`src/rtl/l1_pmem_arbiter.sv`:
```
// l1_pmem_arbiter: shares one physical-memory line port between the I and D L1 caches.
// The winner's request is latched for the whole transaction and the response returns only to it.
module l1_pmem_arbiter #(
    parameter int ROUND_ROBIN = 0,
    parameter int ADDR_W      = 16,
    parameter int LINE_W      = 128
) (
    input  logic              clk,
    input  logic              reset,
    input  logic              i_pmem_read,
    input  logic [ADDR_W-1:0] i_pmem_address,
    output logic              i_pmem_resp,
    output logic [LINE_W-1:0] i_pmem_rdata,
    input  logic              d_pmem_read,
    input  logic              d_pmem_write,
    input  logic [ADDR_W-1:0] d_pmem_address,
    input  logic [LINE_W-1:0] d_pmem_wdata,
    output logic              d_pmem_resp,
    output logic [LINE_W-1:0] d_pmem_rdata,
    output logic              pmem_read,
    output logic              pmem_write,
    output logic [ADDR_W-1:0] pmem_address,
    output logic [LINE_W-1:0] pmem_wdata,
    input  logic              pmem_resp,
    input  logic [LINE_W-1:0] pmem_rdata
);
    // state  | meaning
    // IDLE   | no transaction; requests sampled on every edge
    // BUSY_I | I-cache line read in flight
    // BUSY_D | D-cache line read or write-back in flight
    typedef enum logic [1:0] {IDLE, BUSY_I, BUSY_D} state_t;

    state_t            state_q, state_d;
    logic              last_d_q, last_d_d;
    logic              wr_q, wr_d;
    logic [ADDR_W-1:0] addr_q, addr_d;
    logic [LINE_W-1:0] wdata_q, wdata_d;
    logic              req_i, req_d, pick_d;

    always_ff @(posedge clk or posedge reset) begin
        if (reset) begin
            state_q  <= IDLE;
            last_d_q <= 1'b0;
            wr_q     <= 1'b0;
            addr_q   <= '0;
            wdata_q  <= '0;
        end else begin
            state_q  <= state_d;
            last_d_q <= last_d_d;
            wr_q     <= wr_d;
            addr_q   <= addr_d;
            wdata_q  <= wdata_d;
        end
    end

    always_comb begin
        req_i = i_pmem_read;
        req_d = d_pmem_read | d_pmem_write;
        // On contention round-robin hands the grant to whichever side lost last time.
        if (req_i && req_d) begin
            pick_d = (ROUND_ROBIN != 0) ? ~last_d_q : 1'b1;
        end else begin
            pick_d = req_d;
        end

        state_d  = state_q;
        last_d_d = last_d_q;
        wr_d     = wr_q;
        addr_d   = addr_q;
        wdata_d  = wdata_q;

        case (state_q)
            IDLE: begin
                if (req_i || req_d) begin
                    if (pick_d) begin
                        state_d  = BUSY_D;
                        last_d_d = 1'b1;
                        addr_d   = d_pmem_address;
                        wdata_d  = d_pmem_wdata;
                        wr_d     = d_pmem_write;
                    end else begin
                        state_d  = BUSY_I;
                        last_d_d = 1'b0;
                        addr_d   = i_pmem_address;
                    end
                end
            end
            BUSY_I, BUSY_D: begin
                if (pmem_resp) begin
                    state_d = IDLE;
                end
            end
            default: state_d = IDLE;
        endcase
    end

    assign pmem_read    = (state_q == BUSY_I) || ((state_q == BUSY_D) && !wr_q);
    assign pmem_write   = (state_q == BUSY_D) && wr_q;
    assign pmem_address = addr_q;
    assign pmem_wdata   = wdata_q;

    assign i_pmem_resp  = pmem_resp && (state_q == BUSY_I);
    assign d_pmem_resp  = pmem_resp && (state_q == BUSY_D);
    assign i_pmem_rdata = pmem_rdata;
    assign d_pmem_rdata = pmem_rdata;
endmodule

```
`config.mk`:
```
export PLATFORM = sky130hd
export DESIGN_NAME = l1_pmem_arbiter
export DESIGN_NICKNAME = d
export VERILOG_FILES = /design/src/rtl/l1_pmem_arbiter.sv
export SDC_FILE = /design/constraint.sdc
export NUM_CORES = 1
export LEC_CHECK = 0
export CORE_AREA = 10 10 264 266
export DETAILED_ROUTE_END_ITERATION = 10
export DIE_AREA = 0 0 274 276
export SLEW_MARGIN = 40
export SYNTH_ARGS = -nofsm -noshare
export SYNTH_HDL_FRONTEND = slang
export SYNTH_SLANG_ARGS = --single-unit
```
`constraint.sdc`:
```
create_clock -name clk -period 5.2 [get_ports clk]
set_input_delay 0.78 -clock clk [delete_from_list [all_inputs] [get_ports clk]]
set_output_delay 0.78 -clock clk [all_outputs]
set_load 0.02 [all_outputs]
```
Yosys cells after proc, flatten, opt, wreduce, memory -nomap -nowiden
Cells that the tools add are included.
- flip-flop bits (word level): 147
- output and inout port bits: 404
- logic and storage cells: 28
- equality and inequality tests: 4
- mux-type cells: 6
- bitwise gates (word level): 1
- reductions and logical operators: 13
- operator list (kind ; number):
    16-bit 2-to-1 mux ; 1
    2-bit 2-to-1 mux ; 3
    1-bit logical AND ; 5
    2-bit != test (second input constant) ; 2
    2-bit one-hot mux with 2 select lines ; 1
    2-bit AND reduction ; 2
    3-bit AND reduction ; 1
    2-bit by 1-bit == test with 1-bit output (second input constant) ; 1
    2-bit == test (second input constant) ; 1
    2-bit logical NOT ; 1
    1-bit logical OR ; 2
    2-bit OR reduction ; 1
    1-bit logical NOT ; 1
    1-bit 2-to-1 mux ; 1
    1-bit OR ; 1

Logic depth before layout (Yosys ltp)
Gate-level depths: netlist of run 1.
- word-level depth: 6
- mapped depth: 7

Worst setup path before layout of run 1
Ideal clock, no wire load.
- path kind: input -> register
- start point: input port d_pmem_write
- end point: register wdata_q[0] (netlist: pmem_wdata[0])
- arrival: 1.651 ns
- setup slack: 3.421 ns
- cell stages on the path: 4
- buffers on the path: 2
- cell sequence: o21ai_1 -> buf_4 -> buf_6 -> mux2_1
- word-level cells in the longest chain between the ends: 4
- elaborated cells between the ends (all ways): 5
- classes of those cells: 1 x mux; 1 x bitwise; 3 x reduce/logical
- RTL lines (item ; RTL line ; text):
    start: declaration ; 15 ; input logic d_pmem_write,
    1-bit OR * ; 58 ; req_d = d_pmem_read | d_pmem_write;
    1-bit logical AND ; 60 ; if (req_i && req_d) begin
    1-bit 2-to-1 mux ; 60 ;
    3-bit AND reduction (no source line) * ; -- ;
    end signal: assignment ; 52 ; wdata_q <= wdata_d;
    end: declaration ; 37 ; logic [LINE_W-1:0] wdata_q, wdata_d;
Every way passes the cells marked *; elsewhere a longest branch is shown, timed or not.
A chain may end at the register's enable or synchronous reset.

Worst setup path after layout of run 1
- start point: input port pmem_resp
- end point: output port d_pmem_resp
- word-level cells in the longest chain between the ends: 1
- RTL lines (item ; RTL line ; text):
    start: declaration ; 24 ; input logic pmem_resp,
    1-bit logical AND ; 103 ; assign d_pmem_resp = pmem_resp && (state_q == BUSY_D);
    end: declaration ; 18 ; output logic d_pmem_resp,
No other way between the ends.

==> results.json, run 1 <==
{
  "skew_ns": 0.0168,
  "vias": 4430,
  "gr-total-overflow": 0,
  "arrival_ns": 2.07,
  "rr_worst_depth": 5,
  "first_pass_iters": 4,
  "synthAdderAreaFrac_pct": 0.491,
  "cts_made_buffers": 17,
  "rr_startpoint": "state_q[0]",
  "syn_inst": 621,
  "antenna_found_initial": 2,
  "track_usage_pct": 6.07,
  "cpPeakStageDelay_ns": 0.63,
  "synthDistinctLibCells": 21,
  "hold_depth": 2,
  "cts_tree": "done",
  "p_per_area_mw_per_mm2": 624,
  "maxCapViolations": 0,
  "drive_above_1_share_pct": 10.1,
  "synth-xor-area-share_pct": 0,
  "finalMaxSlewViolations": 0,
  "hold_buffers": 0,
  "seq_area_frac_synth_pct": 48.1,
  "root_buffer": "clkbuf_16",
  "die_x_um": 274,
  "period_needed_ns": 2.85,
  "grt_max_degree": 85,
  "dieArea_mm2": 0.0756,
  "hold_viol_final": 0,
  "layout_common_cells": "313 x clkdlybuf4s50_1, 147 x dfrtp_1, 98 x mux2_1",
  "finalSetupViolCount": 0,
  "grt_pass1_vias": 4988,
  "muxShareOfSynthArea_pct": 20.9,
  "antenna_left": 0,
  "cp-start-kind": "primary input",
  "critPathBufInv": 2,
  "reg2reg_to": "pmem_wdata[42]",
  "worst_slew_pin_slew_ns": 0.639,
  "synth_top_family_by_area": "buffers and inverters",
  "antenna_cells": 0,
  "seq_area_mm2": 0.00368,
  "post_cts_resize_count": 0,
  "gp_congestion": 0.744,
  "area_delta_synth_final_pct": 36.6,
  "synth_compound_area_share_pct": 1.59,
  "cp-end-kind": "output pin",
  "crit_type": "in2out",
  "row_count": 93,
  "syn_avg_cell_area_um2": 12.3,
  "syn-num-nets": 918,
  "min_to": "pmem_address[8]",
  "clkTransAtPathRegs_ns": 0.06,
  "num_io_pins": 698,
  "insertion_delay_ns": 0.47,
  "vdd_drop_max_uv": 353,
  "crit_family": "buffers and inverters",
  "slew_headroom_pct": 57.4,
  "setup_tns_ns": 0,
  "hp-start": "pmem_address[8]",
  "synthDominantCellAreaShare_pct": 48.1,
  "cp.required_ns": 4.42,
  "path_cells": "clkdlybuf4s50_1 -> and2_1 -> clkdlybuf4s50_1",
  "power.leakage_nw": 3.99,
  "clk_path_buf_depth": 2,
  "initial_utilization_pct": 11.9,
  "crit_path_frequent_cell": "clkdlybuf4s50_1",
  "rsz0062_at_grt": "false",
  "finalPower_mw": 6.52,
  "detail_route.wl_per_cell_um": 15.1,
  "hold_path.class": "reg2reg",
  "nets": 980,
  "cts_max_level": 4,
  "dpl.hpwl_um": 18300,
  "fmax_ghz": 0.351,
  "whs_ns": 0.479,
  "multi_input_area_mm2": 0.00190,
  "final_common_cell": "clkdlybuf4s50_1",
  "detail_route.vias_per_cell": 2.86,
  "final_area_mm2": 0.0104,
  "drtIter0Drc": 107,
  "yosysTopAreaCell": "dfrtp_1",
  "clock-sinks": 147,
  "synth_warnings": 0,
  "core-area_mm2": 0.0641,
  "synth-seq-cells": 147,
  "fillers": 7031,
  "critical_path.max_fanout": 3,
  "grt_pass1_wl_um": 33000,
  "cp_slowest_cell": "clkdlybuf4s50_1",
  "status": "finished, final reports clean",
  "ff2ff_setup_slack_ns": 3.25,
  "netlist_area_mm2": 0.00765,
  "period_share_pct": 54.7,
  "die_y_um": 276,
  "port_buffers": 313,
  "drc": 0,
  "synth-simple-area-share_pct": 1.49,
  "cts_setup_buffers": 0,
  "dpl_cell_area_mm2": 0.00987,
  "synthTopCellsByArea": "dfrtp_1 48%, buf_4 25%, mux2_1 14%, mux2_2 4.4%, mux2i_1 2.1%",
  "drt_wl_total_um": 23400
}
## synth_stat cells (all sizes together)
master  instances
clkbuf          1
nor2            1
nor2b           1
nand2          19
dfrtp         147
o22ai           1
inv             5
a21o            1
nand2b          1
o31ai           1
a21oi           3
o21ai          17
ha              3
buf           273
and2            3
mux2          128
mux2i          16
## kinds of logic (layout without fill, tap and decap cells)
logic type	Yosys count	count (layout)
buffers and inverters	279	354
DFF	147	147
muxes	144	144
and+or+nand+nor	25	25
AOI/OAI and AO/OA	23	23
adders and majority gates	3	3
## worst max-delay path by stage
stage                   start         endpoint  slack, ns  cells after the start
floorplan               reset  pmem_address[0]       0.47                      1
detailed placement  pmem_resp      d_pmem_resp       2.35                      3
global route        pmem_resp      d_pmem_resp       2.33                      3
global placement    pmem_resp      d_pmem_resp       2.36                      3
finish              pmem_resp      d_pmem_resp       2.35                      3
CTS                 pmem_resp      d_pmem_resp       2.35                      3
## tightest hold or removal path: cells and delay by family, from the launching register on
family,cells,cell delay [ns]
AOI/OAI and AO/OA,1,0.06
and+or+nand+nor,1,0.05
DFF,1,0.34
## report_power, final
group | internal [mW] | switching [mW]
Sequential | 1.74 | 0.296
Clock | 0.647 | 0.602
Combinational | 1.64 | 1.60
Total | 4.02 | 2.50
## stage by stage
stage               utilization (%)  setup slack [ns]  std cells
floorplan                         -             0.469        621
global placement               15.4              2.36       1518
detailed placement             15.4              2.35       1519
CTS                            16.3              2.35       1551
global route                   16.3              2.33       1551
finish                         16.3              2.35       1551
## sequential cells by signal, summed over array words and instances (netlist names)
signal,flops
state_q,2
pmem_address,16
pmem_wdata,128
wr_q,1
## metal layers
| layer | wire [µm] | vias to the layer above | global-route usage (%) |
|---|---|---|---|
| met5 | 64 | - | 0.460 |
| li1 | - | 1916 | - |
| met3 | 3450 | 126 | 4.36 |
| met1 | 7640 | 2009 | 5.21 |
| met4 | 1740 | 4 | 5.56 |
| met2 | 10500 | 375 | 9.18 |
## cell type report
| cell class | instances | share of cell area [%] |
|---|---|---|
| inverter | 5 | 0.228 |
| sequential | 147 | 35.2 |
| tap | 855 | 10.2 |
| timing repair buffer | 317 | 30.6 |
| clock buffer | 18 | 4.20 |
| multi-input combinational | 195 | 18.2 |
| clock inverter | 14 | 1.32 |
Note: power is estimated with default switching activity, not from simulation.
==> inputs of run 2 (changes only) <==
Clock period 5.2 ns to 2.8 ns, I/O delays scaled along.
==> run 2 against run 1 <==
Effect of this change:
- hold slack worse by 0.050 ns
- count of clock-buffer cells in the layout rose by 2
- setup slack got worse by 1.9 ns
- highest routed layer unchanged
==> results.json, run 2 (synthesis gave the netlist of run 1 again) <==
{
  "power.leakage_nw": 4.06,
  "crit_type": "reg2out",
  "die_y_um": 276,
  "largest_reg_flops": 128,
  "pwr-share-clk_pct": 19.6,
  "critical_path.max_fanout": 3,
  "cp-start-kind": "register",
  "vias": 4525,
  "worst_slew_pin_slew_ns": 0.723,
  "finalPower_mw": 12.3,
  "final_common_cell": "clkdlybuf4s50_1",
  "die_x_um": 274,
  "skew_ns": 0.00821,
  "dpl.hpwl_um": 19400,
  "rr_startpoint": "state_q[0]",
  "hold_viol_final": 0,
  "insertion_delay_ns": 0.46,
  "cts_made_buffers": 17,
  "nets": 992,
  "p_int_mw": 7.70,
  "switching_share_pct": 37.4,
  "arrival_ns": 1.90,
  "seqPwrFrac_pct": 30.8,
  "detail_route.vias_per_cell": 2.89,
  "fmax_ghz": 0.431,
  "first_pass_iters": 4,
  "hold_path.class": "in2async",
  "cp-end-kind": "output pin",
  "p_per_area_mw_per_mm2": 1160,
  "gr-total-overflow": 0,
  "root_buffer": "clkbuf_16",
  "cts_max_level": 4,
  "row_count": 93,
  "clkTransAtPathRegs_ns": 0.07,
  "grt_max_degree": 43,
  "core-area_mm2": 0.0641,
  "drt_wl_total_um": 24300,
  "rsz0062_at_grt": "false",
  "cts_tree": "done",
  "area_delta_synth_final_pct": 38.6,
  "slew_headroom_pct": 51.7,
  "setup_tns_ns": 0,
  "reg2reg_to": "pmem_wdata[56]",
  "antenna_found_initial": 6,
  "p_sw_mw": 4.60,
  "period_needed_ns": 2.32,
  "grt_pass1_wl_um": 34800,
  "cp.required_ns": 2.38,
  "finalSetupViolCount": 0,
  "drc": 0,
  "port_buffers": 313,
  "clk_path_buf_depth": 2,
  "antenna_left": 0,
  "ff2ff_setup_slack_ns": 0.91,
  "clock-sinks": 147,
  "hold_buffers": 0,
  "initial_utilization_pct": 11.9,
  "track_usage_pct": 6.35,
  "gp_congestion": 0.682,
  "rr_worst_depth": 6,
  "drive_above_1_share_pct": 11.4,
  "cts_setup_buffers": 0,
  "maxCapViolations": 0,
  "drtIter0Drc": 78,
  "vdd_drop_max_uv": 587,
  "dp_slack_ns": 0.508,
  "num_io_pins": 698,
  "dieArea_mm2": 0.0756,
  "detail_route.wl_per_cell_um": 15.5,
  "pwr-share-comb_pct": 49.5,
  "fin_ws_ns": 0.482,
  "grt_pass1_vias": 5249,
  "period_share_pct": 82.8,
  "post_cts_resize_count": 0,
  "layout_common_cells": "313 x clkdlybuf4s50_1, 147 x dfrtp_1, 98 x mux2_1",
  "status": "finished, final reports clean",
  "finalMaxSlewViolations": 0
}
## run 2: cell types whose count changed in the layout (fill, tap and decap cells not counted), sizes merged
| cell | delta |
|---|---|
| bufinv | +2 |
| clkinvlp | +2 |
| buf | +12 |
| inv | -6 |
| diode | +2 |
| clkbuf | +2 |
## run 2: power by group through the flow
| stage | Sequential [mW] | Combinational, mW | Clock [mW] |
|---|---|---|---|
| after floorplan | 5.10 | 2.36 | 0 |
| after global placement | 3.80 | 6.15 | 0 |
| after detailed placement | 3.85 | 6.22 | 0 |
| after CTS | 3.82 | 6.24 | 2.57 |
| after global routing | 3.95 | 6.52 | 2.65 |
| final | 3.79 | 6.10 | 2.42 |
## run 2: layout make-up
class	instances	area, µm²
Antenna cell	2	5.00
Sequential cell	147	3680
Timing Repair Buffer	329	3330
Multi-Input combinational cell	195	1900
Clock buffer	20	457
Clock inverter	12	145
Inverter	5	22.5
Fill cell	7061	53500
Tap cell	855	1070
## run 2: metal layers
metal	share of wire, %	global-route usage, %
met2	43	8.92
met3	17	4.84
met5	0.11	0
met4	8.2	6.42
met1	32	5.63
## run 2: metrics by stage
stage / hold slack, ns / instances / utilization (%) / area [µm²]
6_report: 0.429 / 1565 / 16.5 / 10600
3_5_place_dp: 0.472 / 1531 / 15.6 / 10000
4_1_cts: 0.418 / 1563 / 16.5 / 10600
5_1_grt: 0.462 / 1565 / 16.5 / 10600
3_3_place_gp: 0.464 / 1531 / 15.6 / 10000
2_1_floorplan: 0.459 / 621 / - / 7650
## run 2: critical path, stage by stage (launching register included)
cell and delay [ns]:
dfrtp_1 0.39, inv_1 0.11, ha_1 0.19, and2_1 0.12
clkdlybuf4s50_1 0.62
## run 2: worst max path at each step
stage / from / endpoint / depth (start not counted)
after floorplan: reset / pmem_address[0] / 1
after global routing: state_q[0] / d_pmem_resp / 4
after CTS: state_q[0] / pmem_write / 4
after detailed placement: d_pmem_write / pmem_wdata[56] / 5
after global placement: d_pmem_write / pmem_wdata[59] / 5
final: state_q[0] / pmem_write / 4
==> inputs of run 3 (changes only) <==
Clock period 2.8 ns to 2.4 ns, I/O delays scaled along.
==> run 3 against run 2 <==
Effect of this change:
- clock power grew 24%
- setup slack lost 0.32 ns
- first-iteration DRC count grew 3.8%
- wire length grew 0.18%
- core utilization is essentially flat
- highest routed layer unchanged
- cell count shrank 0.19%
- count of clock-buffer cells in the layout is the same
==> results.json, run 3 (synthesis gave the netlist of run 1 again) <==
{
  "drt_wl_total_um": 24300,
  "root_buffer": "clkbuf_16",
  "detail_route.wl_per_cell_um": 15.6,
  "core-area_mm2": 0.0641,
  "vdd_drop_max_uv": 647,
  "grt_pass1_wl_um": 34500,
  "dp_cells": 1531,
  "crit_type": "reg2out",
  "rr_startpoint": "state_q[0]",
  "cp-start-kind": "register",
  "insertion_delay_ns": 0.46,
  "rsz0062_at_grt": "false",
  "die_x_um": 274,
  "gp_congestion": 0.695,
  "antenna_cells": 0,
  "critical_path.max_fanout": 3,
  "pwr-share-comb_pct": 48.9,
  "cp.required_ns": 2.04,
  "rr_worst_depth": 6,
  "drive_above_1_share_pct": 11.3,
  "p_per_area_mw_per_mm2": 1370,
  "arrival_ns": 1.88,
  "track_usage_pct": 6.33,
  "seqPwrFrac_pct": 30.6,
  "antenna_found_initial": 4,
  "grt_max_degree": 63,
  "ff2ff_setup_slack_ns": 0.60,
  "finalNonFillerCells": 1562,
  "row_count": 93,
  "critPathBufInv": 2,
  "cts_tree": "done",
  "nets": 992,
  "status": "finished, final reports clean",
  "p_sw_mw": 5.34,
  "pwr-share-clk_pct": 20.6,
  "area_delta_synth_final_pct": 39.0,
  "p_int_mw": 9.20,
  "finalPower_mw": 14.5,
  "period_needed_ns": 2.24,
  "finalMaxSlewViolations": 0,
  "switching_share_pct": 36.7,
  "cts_setup_buffers": 0,
  "cp_slowest_cell": "clkdlybuf4s50_1",
  "cp-end-kind": "output pin",
  "antenna_left": 0,
  "num_io_pins": 698,
  "crit_family": "buffers and inverters",
  "dpl.hpwl_um": 19400,
  "maxCapViolations": 0,
  "period_share_pct": 93.1,
  "largest_reg_flops": 128,
  "post_cts_resize_count": 0,
  "power.leakage_nw": 4.07,
  "worst_slew_pin_slew_ns": 0.387,
  "clkTransAtPathRegs_ns": 0.07,
  "hold_buffers": 0,
  "clock-sinks": 147,
  "gr-total-overflow": 0,
  "finalSetupViolCount": 0,
  "hold_viol_final": 0,
  "detail_route.vias_per_cell": 2.89,
  "layout_common_cells": "313 x clkdlybuf4s50_1, 147 x dfrtp_1, 98 x mux2_1",
  "final_common_cell": "clkdlybuf4s50_1",
  "skew_ns": 0.0109,
  "path_cells": "inv_1 -> ha_1 -> and2_1 -> clkdlybuf4s50_1",
  "cpPeakStageDelay_ns": 0.63,
  "cts_made_buffers": 17,
  "port_buffers": 313,
  "reg2reg_to": "pmem_wdata[59]",
  "dieArea_mm2": 0.0756,
  "hold_path.class": "in2async",
  "die_y_um": 276,
  "initial_utilization_pct": 11.9,
  "drc": 0,
  "first_pass_iters": 5,
  "drtIter0Drc": 81,
  "clk_path_buf_depth": 2,
  "cts_max_level": 4,
  "setup_tns_ns": 0,
  "grt_pass1_vias": 5163,
  "slew_headroom_pct": 74.2,
  "vias": 4513,
  "fmax_ghz": 0.447
}
## run 3: cell count changes in the layout (fill, tap and decap cells not counted)
cell	previous run	this run
clkinvlp_4	3	5
bufinv_16	2	4
clkinv_4	5	1
inv_6	3	2
diode_2	2	0
## run 3: metal layers
metal  up-vias  routed length, µm  global-route usage (%)  share of wire [%]
met3       138               3990                    4.75                 16
met2       369              10600                    9.19                 44
met4         4               1830                    5.87                7.5
met5         -                 27                       0               0.11
met1      2071               7850                    5.60                 32
li1       1931                  -                       -                  -
## run 3: area by class of cell
class	instances	area [µm²]
Multi-Input combinational cell	195	1900
Timing Repair Buffer	329	3330
Fill cell	7041	53500
Inverter	5	22.5
Tap cell	855	1070
Clock buffer	20	457
Sequential cell	147	3680
Clock inverter	11	176
## run 3: how the worst max path moves through the flow
stage                       to  cells after the start        start
2_1_floorplan  pmem_address[0]                      1        reset
3_3_place_gp    pmem_wdata[43]                      5  d_pmem_read
3_5_place_dp    pmem_wdata[41]                      5  d_pmem_read
4_1_cts            d_pmem_resp                      4   state_q[0]
5_1_grt             pmem_write                      4   state_q[0]
6_report           d_pmem_resp                      4   state_q[0]
## run 3: power groups by stage
stage | Sequential, mW | Combinational, mW | Clock, mW
after floorplan | 5.95 | 2.75 | 0
after global placement | 4.44 | 7.22 | 0
after detailed placement | 4.51 | 7.28 | 0
after CTS | 4.48 | 7.30 | 3.17
after global routing | 4.62 | 7.60 | 3.26
final | 4.44 | 7.11 | 2.99
## run 3: stage by stage
step | util (%) | area, µm² | hold slack (ns) | worst slack (ns)
floorplan | - | 7650 | 0.459 | 0.193
global placement | 15.6 | 10000 | 0.465 | 0.353
detailed placement | 15.6 | 10000 | 0.473 | 0.323
CTS | 16.6 | 10600 | 0.174 | 0.0889
global route | 16.6 | 10600 | 0.207 | 0.0410
finish | 16.6 | 10600 | 0.221 | 0.165
